`src/rtl/systolic_seq_ctrl.sv`:
```
// systolic_seq_ctrl: sequences weight/bias loads, skewed data streaming and accumulator drain for an N_PE systolic chain.
// Define SYSCTRL_PERF_EN to build the saturating stream_beats counter; otherwise stream_beats is tied to 0.
module systolic_seq_ctrl #(
  parameter int N_PE = 8,
  parameter int DW = 4,
  parameter int AW = 8,
  localparam int IW = $clog2(N_PE)
) (
  input  logic            clk,
  input  logic            rst,
  input  logic            cmd_valid,
  output logic            cmd_ready,
  input  logic [2:0]      cmd_op,
  input  logic [DW-1:0]   cmd_data,
  output logic [DW-1:0]   arr_data,
  output logic [DW-1:0]   arr_weight,
  output logic [DW-1:0]   arr_bias,
  output logic [N_PE-1:0] pe_weight_en,
  output logic [N_PE-1:0] pe_bias_en,
  output logic [N_PE-1:0] pe_acc_en,
  output logic [IW-1:0]   drain_sel,
  input  logic [AW-1:0]   arr_acc,
  output logic            res_valid,
  input  logic            res_ready,
  output logic [AW-1:0]   res_data,
  output logic [IW-1:0]   res_idx,
  output logic            busy,
  output logic [7:0]      stream_beats
);
  localparam logic [2:0] OP_LOAD_W = 3'd0;
  localparam logic [2:0] OP_LOAD_B = 3'd1;
  localparam logic [2:0] OP_STREAM = 3'd2;
  localparam logic [2:0] OP_DRAIN  = 3'd3;
  localparam logic [2:0] OP_RST_PTR = 3'd4;
  localparam logic [IW-1:0] LAST = IW'(N_PE - 1);

  typedef enum logic [2:0] {S_IDLE, S_STREAM, S_FLUSH, S_DR_SEL, S_DR_OUT} state_t;

  state_t            r_state, w_next;
  logic [N_PE-1:0]   r_vsr, r_wen, r_ben;
  logic [DW-1:0]     r_data, r_weight, r_bias;
  logic [IW-1:0]     r_wptr, r_bptr, r_idx, r_res_idx;
  logic [AW-1:0]     r_res_data;
  logic              r_res_valid;
  logic              w_cmd_ready, w_busy, w_acc, w_beat, w_ldw, w_ldb, w_rstp, w_drn, w_hs, w_last;

  assign w_acc  = cmd_valid && w_cmd_ready;
  assign w_beat = w_acc && cmd_op == OP_STREAM;
  assign w_ldw  = w_acc && cmd_op == OP_LOAD_W;
  assign w_ldb  = w_acc && cmd_op == OP_LOAD_B;
  assign w_rstp = w_acc && cmd_op == OP_RST_PTR;
  assign w_drn  = w_acc && cmd_op == OP_DRAIN;
  assign w_hs   = r_state == S_DR_OUT && r_res_valid && res_ready;
  assign w_last = r_idx == LAST;

  always_ff @(posedge clk or posedge rst)
    if (rst) r_state <= S_IDLE;
    else     r_state <= w_next;

  always_comb begin
    w_next = r_state;
    case (r_state)
      S_IDLE:   w_next = w_beat ? S_STREAM : w_drn ? S_DR_SEL : S_IDLE;
      S_STREAM: w_next = (cmd_valid && cmd_op != OP_STREAM) ? S_FLUSH : S_STREAM;
      S_FLUSH:  w_next = (r_vsr == '0) ? S_IDLE : S_FLUSH;
      S_DR_SEL: w_next = S_DR_OUT;
      S_DR_OUT: w_next = w_hs ? (w_last ? S_IDLE : S_DR_SEL) : S_DR_OUT;
      default:  w_next = S_IDLE;
    endcase
  end

  always_comb begin
    w_cmd_ready = r_state == S_IDLE || (r_state == S_STREAM && cmd_op == OP_STREAM);
    w_busy      = r_state != S_IDLE;
  end

  // vsr carries each beat's valid bit down the chain so PE i accumulates i cycles after PE 0
  always_ff @(posedge clk or posedge rst)
    if (rst) begin
      r_vsr    <= '0;
      r_data   <= '0;
      r_wen    <= '0;
      r_ben    <= '0;
      r_weight <= '0;
      r_bias   <= '0;
      r_wptr   <= '0;
      r_bptr   <= '0;
    end else begin
      r_vsr  <= {r_vsr[N_PE-2:0], w_beat};
      r_data <= w_beat ? cmd_data : '0;
      r_wen  <= w_ldw ? N_PE'(1) << r_wptr : '0;
      r_ben  <= w_ldb ? N_PE'(1) << r_bptr : '0;
      if (w_ldw) begin
        r_weight <= cmd_data;
        r_wptr   <= (r_wptr == LAST) ? '0 : r_wptr + 1'b1;
      end
      if (w_ldb) begin
        r_bias <= cmd_data;
        r_bptr <= (r_bptr == LAST) ? '0 : r_bptr + 1'b1;
      end
      if (w_rstp) begin
        r_wptr <= '0;
        r_bptr <= '0;
      end
    end

  always_ff @(posedge clk or posedge rst)
    if (rst) begin
      r_idx       <= '0;
      r_res_idx   <= '0;
      r_res_data  <= '0;
      r_res_valid <= 1'b0;
    end else begin
      if (w_drn) r_idx <= '0;
      if (r_state == S_DR_SEL) begin
        r_res_data  <= arr_acc;
        r_res_idx   <= r_idx;
        r_res_valid <= 1'b1;
      end
      if (w_hs) begin
        r_res_valid <= 1'b0;
        r_idx       <= w_last ? '0 : r_idx + 1'b1;
      end
    end

`ifdef SYSCTRL_PERF_EN
  logic [7:0] r_beats;
  always_ff @(posedge clk or posedge rst)
    if (rst)                         r_beats <= '0;
    else if (w_hs && w_last)         r_beats <= '0;
    else if (w_beat && r_beats != 8'hFF) r_beats <= r_beats + 8'd1;
  assign stream_beats = r_beats;
`else
  assign stream_beats = '0;
`endif

  assign cmd_ready    = w_cmd_ready;
  assign busy         = w_busy;
  assign arr_data     = r_data;
  assign arr_weight   = r_weight;
  assign arr_bias     = r_bias;
  assign pe_weight_en = r_wen;
  assign pe_bias_en   = r_ben;
  assign pe_acc_en    = r_vsr;
  assign drain_sel    = r_idx;
  assign res_valid    = r_res_valid;
  assign res_data     = r_res_data;
  assign res_idx      = r_res_idx;
endmodule

```
`config.mk`:
```
export PLATFORM = sky130hd
export DESIGN_NAME = systolic_seq_ctrl
export DESIGN_NICKNAME = d
export VERILOG_FILES = /design/src/rtl/systolic_seq_ctrl.sv
export SDC_FILE = /design/constraint.sdc
export NUM_CORES = 1
export LEC_CHECK = 0
export CORE_UTILIZATION = 45
export DETAILED_ROUTE_END_ITERATION = 8
export PLACE_DENSITY = 0.8
export SLEW_MARGIN = 20
export SYNTH_ARGS = -nofsm -noshare
export SYNTH_HDL_FRONTEND = slang
export SYNTH_SLANG_ARGS = --single-unit
export TNS_END_PERCENT = 20
```
`constraint.sdc`:
```
create_clock -name clk -period 2.7 [get_ports clk]
set_input_delay 0.54 -clock clk [delete_from_list [all_inputs] [get_ports clk]]
set_output_delay 0.54 -clock clk [all_outputs]
set_load 0.05 [all_outputs]
```
# Word-level counts from Yosys, hierarchy flattened
# Cells that the tools add are included.
[word_totals]
reg_bits = 60
input_bits = 19
word_cells = 70
[classes]
addsub = 3
eq_ne = 12
shift = 2
n_mux = 21
reduce_logical = 19
[op_table]
columns = ["cell", "count"]
rows = [
  ["two-way mux 3 bit", 10],
  ["two-way mux 8 bit", 2],
  ["<< shifter 1 x 3 -> 8 bit, first input constant", 2],
  ["equality test 3 bit, second input constant", 5],
  ["one-hot mux 3 bit (5 select lines)", 1],
  ["equality test 3 x 2 -> 1 bit, second input constant", 4],
  ["logical AND 1 bit", 10],
  ["two-way mux 2 bit", 5],
  ["adder 3 x 1 -> 3 bit, second input constant", 3],
  ["logical NOT 8 bit", 1],
  ["nonzero test 2 bit", 4],
  ["equality test 3 x 1 -> 1 bit, second input constant", 2],
  ["logical NOT 3 bit", 2],
  ["two-way mux 4 bit", 1],
  ["inequality test 3 x 2 -> 1 bit, second input constant", 1],
  ["nonzero test 3 bit", 1],
  ["two-way mux 1 bit", 2],
  ["logical OR 1 bit", 1],
]

# Longest topological paths before layout
[logic_depth]
ltp_word = 8
depth_mapped = 5
depth_no_buf = 4

# Worst setup path before layout
# No wires, ideal clock.
[synth_timing]
path_type = "in2out"
start = "input port cmd_op[1]"
end = "output port cmd_ready"
arrival_time_ns = 2.115
path_slack_ns = 0.045
path_stages = 3
cell_sequence = "clkbuf_1 -> nand2_1 -> a21boi_0"
[synth_via]
elab_chain_len = 3
[synth_rtl]
columns = ["element", "line", "rtl"]
rows = [
  ["start, declared", "13", "input logic [2:0] cmd_op,"],
  ["equality test 3 x 2 -> 1 bit", "73", "w_cmd_ready = r_state == S_IDLE || (r_state == S_STREAM && cmd_op == OP_STREAM);"],
  ["logical AND 1 bit", "73", ""],
  ["logical OR 1 bit", "73", ""],
  ["end, declared", "12", "output logic cmd_ready,"],
]
# Every way passes these cells.

# Worst setup path in the final report
[layout_timing]
start = "register r_state[1]"
end = "output port busy"
[layout_via]
elab_chain_len = 1
[layout_rtl]
columns = ["element", "line", "rtl"]
rows = [
  ["start, declared", "39", "state_t r_state, w_next;"],
  ["start signal, assigned", "58", "else r_state <= w_next;"],
  ["nonzero test 3 bit", "74", "w_busy = r_state != S_IDLE;"],
  ["end, declared", "27", "output logic busy,"],
]
# Every way passes these cells.

==> impl_metrics.ini <==
[status]
status = completed

[critical_path]
timing.critical_path.buf_inv = 1
crit_fanout = 9
worst_reg_to_reg_cells = 3
path_class = reg2out
cp-start-kind = register
crit_path_end_kind = primary output
crit_arrival_ns = 1.87
regToRegEndpoint = arr_bias[3]$_DFFE_PP0P_
timing.reg2reg.setup_slack_ns = 0.65
rr_startpoint = r_state[1]$_DFF_PP0_
worstPathCellList = or3_1 > clkdlybuf4s50_1
crit_family = buffers and inverters
worst_ep_required_time_ns = 2.16
cpPeakStageDelay_ns = 0.71
critical_path.slowest_cell = clkdlybuf4s50_1

[layout]
stdcell_count = 354
mostFrequentLayoutCell = clkdlybuf4s50_1
syn2layout_area_growth_pct = 37.8
layout-drive-gt1-share_pct = 17.0
mostFrequentLayoutCells = clkdlybuf4s50_1 (70), dfrtp_1 (60), mux2_2 (21), ha_1 (14), clkbuf_8 (12)
antenna_cells_inserted = 0
layout_nets = 311
n_fill_cell = 419

[synthesis]
postSynthCellCount = 200
post_synth_main_area_contributors = dfrtp_1 (58%), mux2_2 (9.1%), ha_1 (6.8%)
asr_flop_ratio_synth_pct = 100
yosysTopAreaCell = dfrtp_1
synthDominantCellAreaShare_pct = 58.0
synth.avg_cell_area_um2 = 12.9
yosys_warnings = 0
synth.ff_latch_count = 60
number_of_enable_type_register_cells_in_the_synthesized_netlist = 0
synth.lib_cells_used.distinct = 44
ys_seq_area_share_pct = 58.0
yosys_most_used_dff = dfrtp_1
syn_area_um2 = 2590

[clock_tree]
cts.repair_timing.setup_buffer_count = 0
tritoncts_clock_tree = done
number_of_buffers_added_to_fix_hold_violations_after_cts = 0
root_buffer_cell = clkbuf_8
clkTransAtPathRegs_ns = 0.07
number_of_clock_sinks_seen_by_cts = 60
worst_skew_pair.late_latency_ns = 0.33
cts.path.max_buffers = 2
cts.htree.levels = 3
cts_made_buffers = 9
cts_resized = 0

[routing]
drt.antenna.violating_nets = 0
routed.top_layer = met4
route.vias.total = 1753
dr_wl_met3_um = 250
wl_met2_mm = 2.43
drt_first_pass_iters = 4
finalWirelength_mm = 4.95
wl_per_cell_um = 14.0
drc = 0
first_iter_violations = 80
avgViaCountPerCell = 4.95
detail_route.wirelength.met1_mm = 2.19

[timing]
final.min_clock_period_ns = 2.41
grt_setup_unrepaired = no
timing.slew.headroom_pct = 60.0
final.setup_skew_ns = 0.00992
fmaxAchievable_mhz = 414
maxSlewViolCount = 0
setup-violations-final = 0
tns_ns = 0
min_period_over_period_pct = 89.4
finalHoldViolCount = 0
tightestPinTransition_ns = 0.599

[grt]
antenna_violations_before_repair = 0
first_global_vias = 1717
grt_overflow = 0
first_pass_grt_wire_length_mm = 8.11
grt_start_max_net_pins = 61
gr-usage-all-layers_pct = 17.7

[placement]
port_buffers = 71
hpwlAfterDp_mm = 3.47
gpl.final_weighted_congestion = 0.784
dp_cells = 339

[power_and_ir_drop]
power_per_cell_area_nw_per_um2 = 1050
ir_worst_vdd_mv = 0.744
leakagePower_nw = 1.66

[job]
cap_violations = 0

[floorplan]
die_width_um = 77.8
floorplan.io_pins = 80
fp.coreArea_um2 = 5540
dieArea_um2 = 6060
fp-row-count = 27
fp.dieH_um = 77.8
initial_core_util_pct = 46.7

[min_path]
hold_path_startpoint = pe_acc_en[6]$_DFF_PP0_
hp-class = reg2reg
hold_depth = 0
worstHoldEndpoint = pe_acc_en[7]$_DFF_PP0_
-- logic make-up (layout without fill, tap and decap cells) --
kind of cell / Yosys count / in the layout / share of synthesized area (%)
DFF: 60 / 60 / 58.0
and+or+nand+nor: 61 / 61 / 15.3
other: 1 / 8 / 0.145
buffers and inverters: 25 / 100 / 5.13
adders and majority gates: 14 / 14 / 6.77
muxes: 23 / 23 / 9.91
AOI/OAI and AO/OA: 16 / 16 / 4.74
-- per-stage QoR --
| stage | power (W) | hold slack, ns | utilization (%) | cell area (um2) | setup slack, ns |
|---|---|---|---|---|---|
| 3_3_place_gp | 0.00301 | 0.377 | 61.0 | 3380 | 0.238 |
| 3_5_place_dp | 0.00304 | 0.380 | 61.0 | 3380 | 0.213 |
| 5_1_grt | 0.00394 | 0.404 | 64.4 | 3570 | 0.215 |
| 2_1_floorplan | 0.00248 | 0.514 | - | 2610 | 0.0453 |
| 4_1_cts | 0.00379 | 0.391 | 64.4 | 3570 | 0.277 |
| 6_report | 0.00376 | 0.389 | 64.4 | 3570 | 0.287 |
-- worst max path at each step --
stage	depth (start not counted)	start	slack, ns	end
4_1_cts	2	r_state[2]$_DFF_PP0_	0.28	busy
5_1_grt	2	r_state[2]$_DFF_PP0_	0.22	busy
3_5_place_dp	4	cmd_valid	0.21	arr_weight[2]$_DFFE_PP0P_
3_3_place_gp	4	cmd_valid	0.24	arr_weight[0]$_DFFE_PP0P_
6_report	2	r_state[1]$_DFF_PP0_	0.29	busy
2_1_floorplan	3	cmd_op[1]	0.05	cmd_ready
-- cell usage after synthesis (all sizes together), types with 2 or more instances --
library cell,number
dfrtp,60
mux2,21
ha,14
buf,10
and2,9
inv,8
nand2,8
clkbuf,7
nor2,7
nor3,7
nor4,5
and3,4
nand2b,4
nor3b,3
a21o,2
a221o,2
a22o,2
and4b,2
mux2i,2
nor2b,2
o21ai,2
or4,2
-- routing by layer --
layer  up-vias  GRT usage (%)
met5         -              0
met4         0           10.8
met3         7           3.65
met2        57           26.8
met1       853           23.2
li1        836              -
-- power breakdown --
group          internal [W]  switching (W)  total [W]
registers           0.00112       0.000197    0.00132
logic              0.000644        0.00107    0.00171
clock network      0.000403       0.000327   0.000730
-- sequential cells by signal (all words and copies together), names as in the netlist --
name          flops
res_data          8
arr_weight        4
r_state           3
pe_acc_en         8
pe_weight_en      8
arr_data          4
arr_bias          4
drain_sel         3
pe_bias_en        8
r_bptr            3
r_wptr            3
res_idx           3
res_valid         1
-- final cells by class --
cell class                 instances  area, um2  share of cell area (%)
sequential                        60       1500                    42.1
inverter                           8       30.0                   0.842
clock inverter                     3       21.3                   0.596
multi-input combinational        122        980                    27.5
tap                               72       90.1                    2.53
timing repair buffer              77        778                    21.8
clock buffer                      12        165                    4.63
-- worst reg2reg max path: cells and delay by family (launching register included) --
| family | cells | cell delay, ns |
|---|---|---|
| flip-flops | 1 | 0.47 |
| AND/OR/NAND/NOR | 2 | 1.09 |
| multiplexers | 1 | 0.37 |
Power figures use the tool's default switching activity.
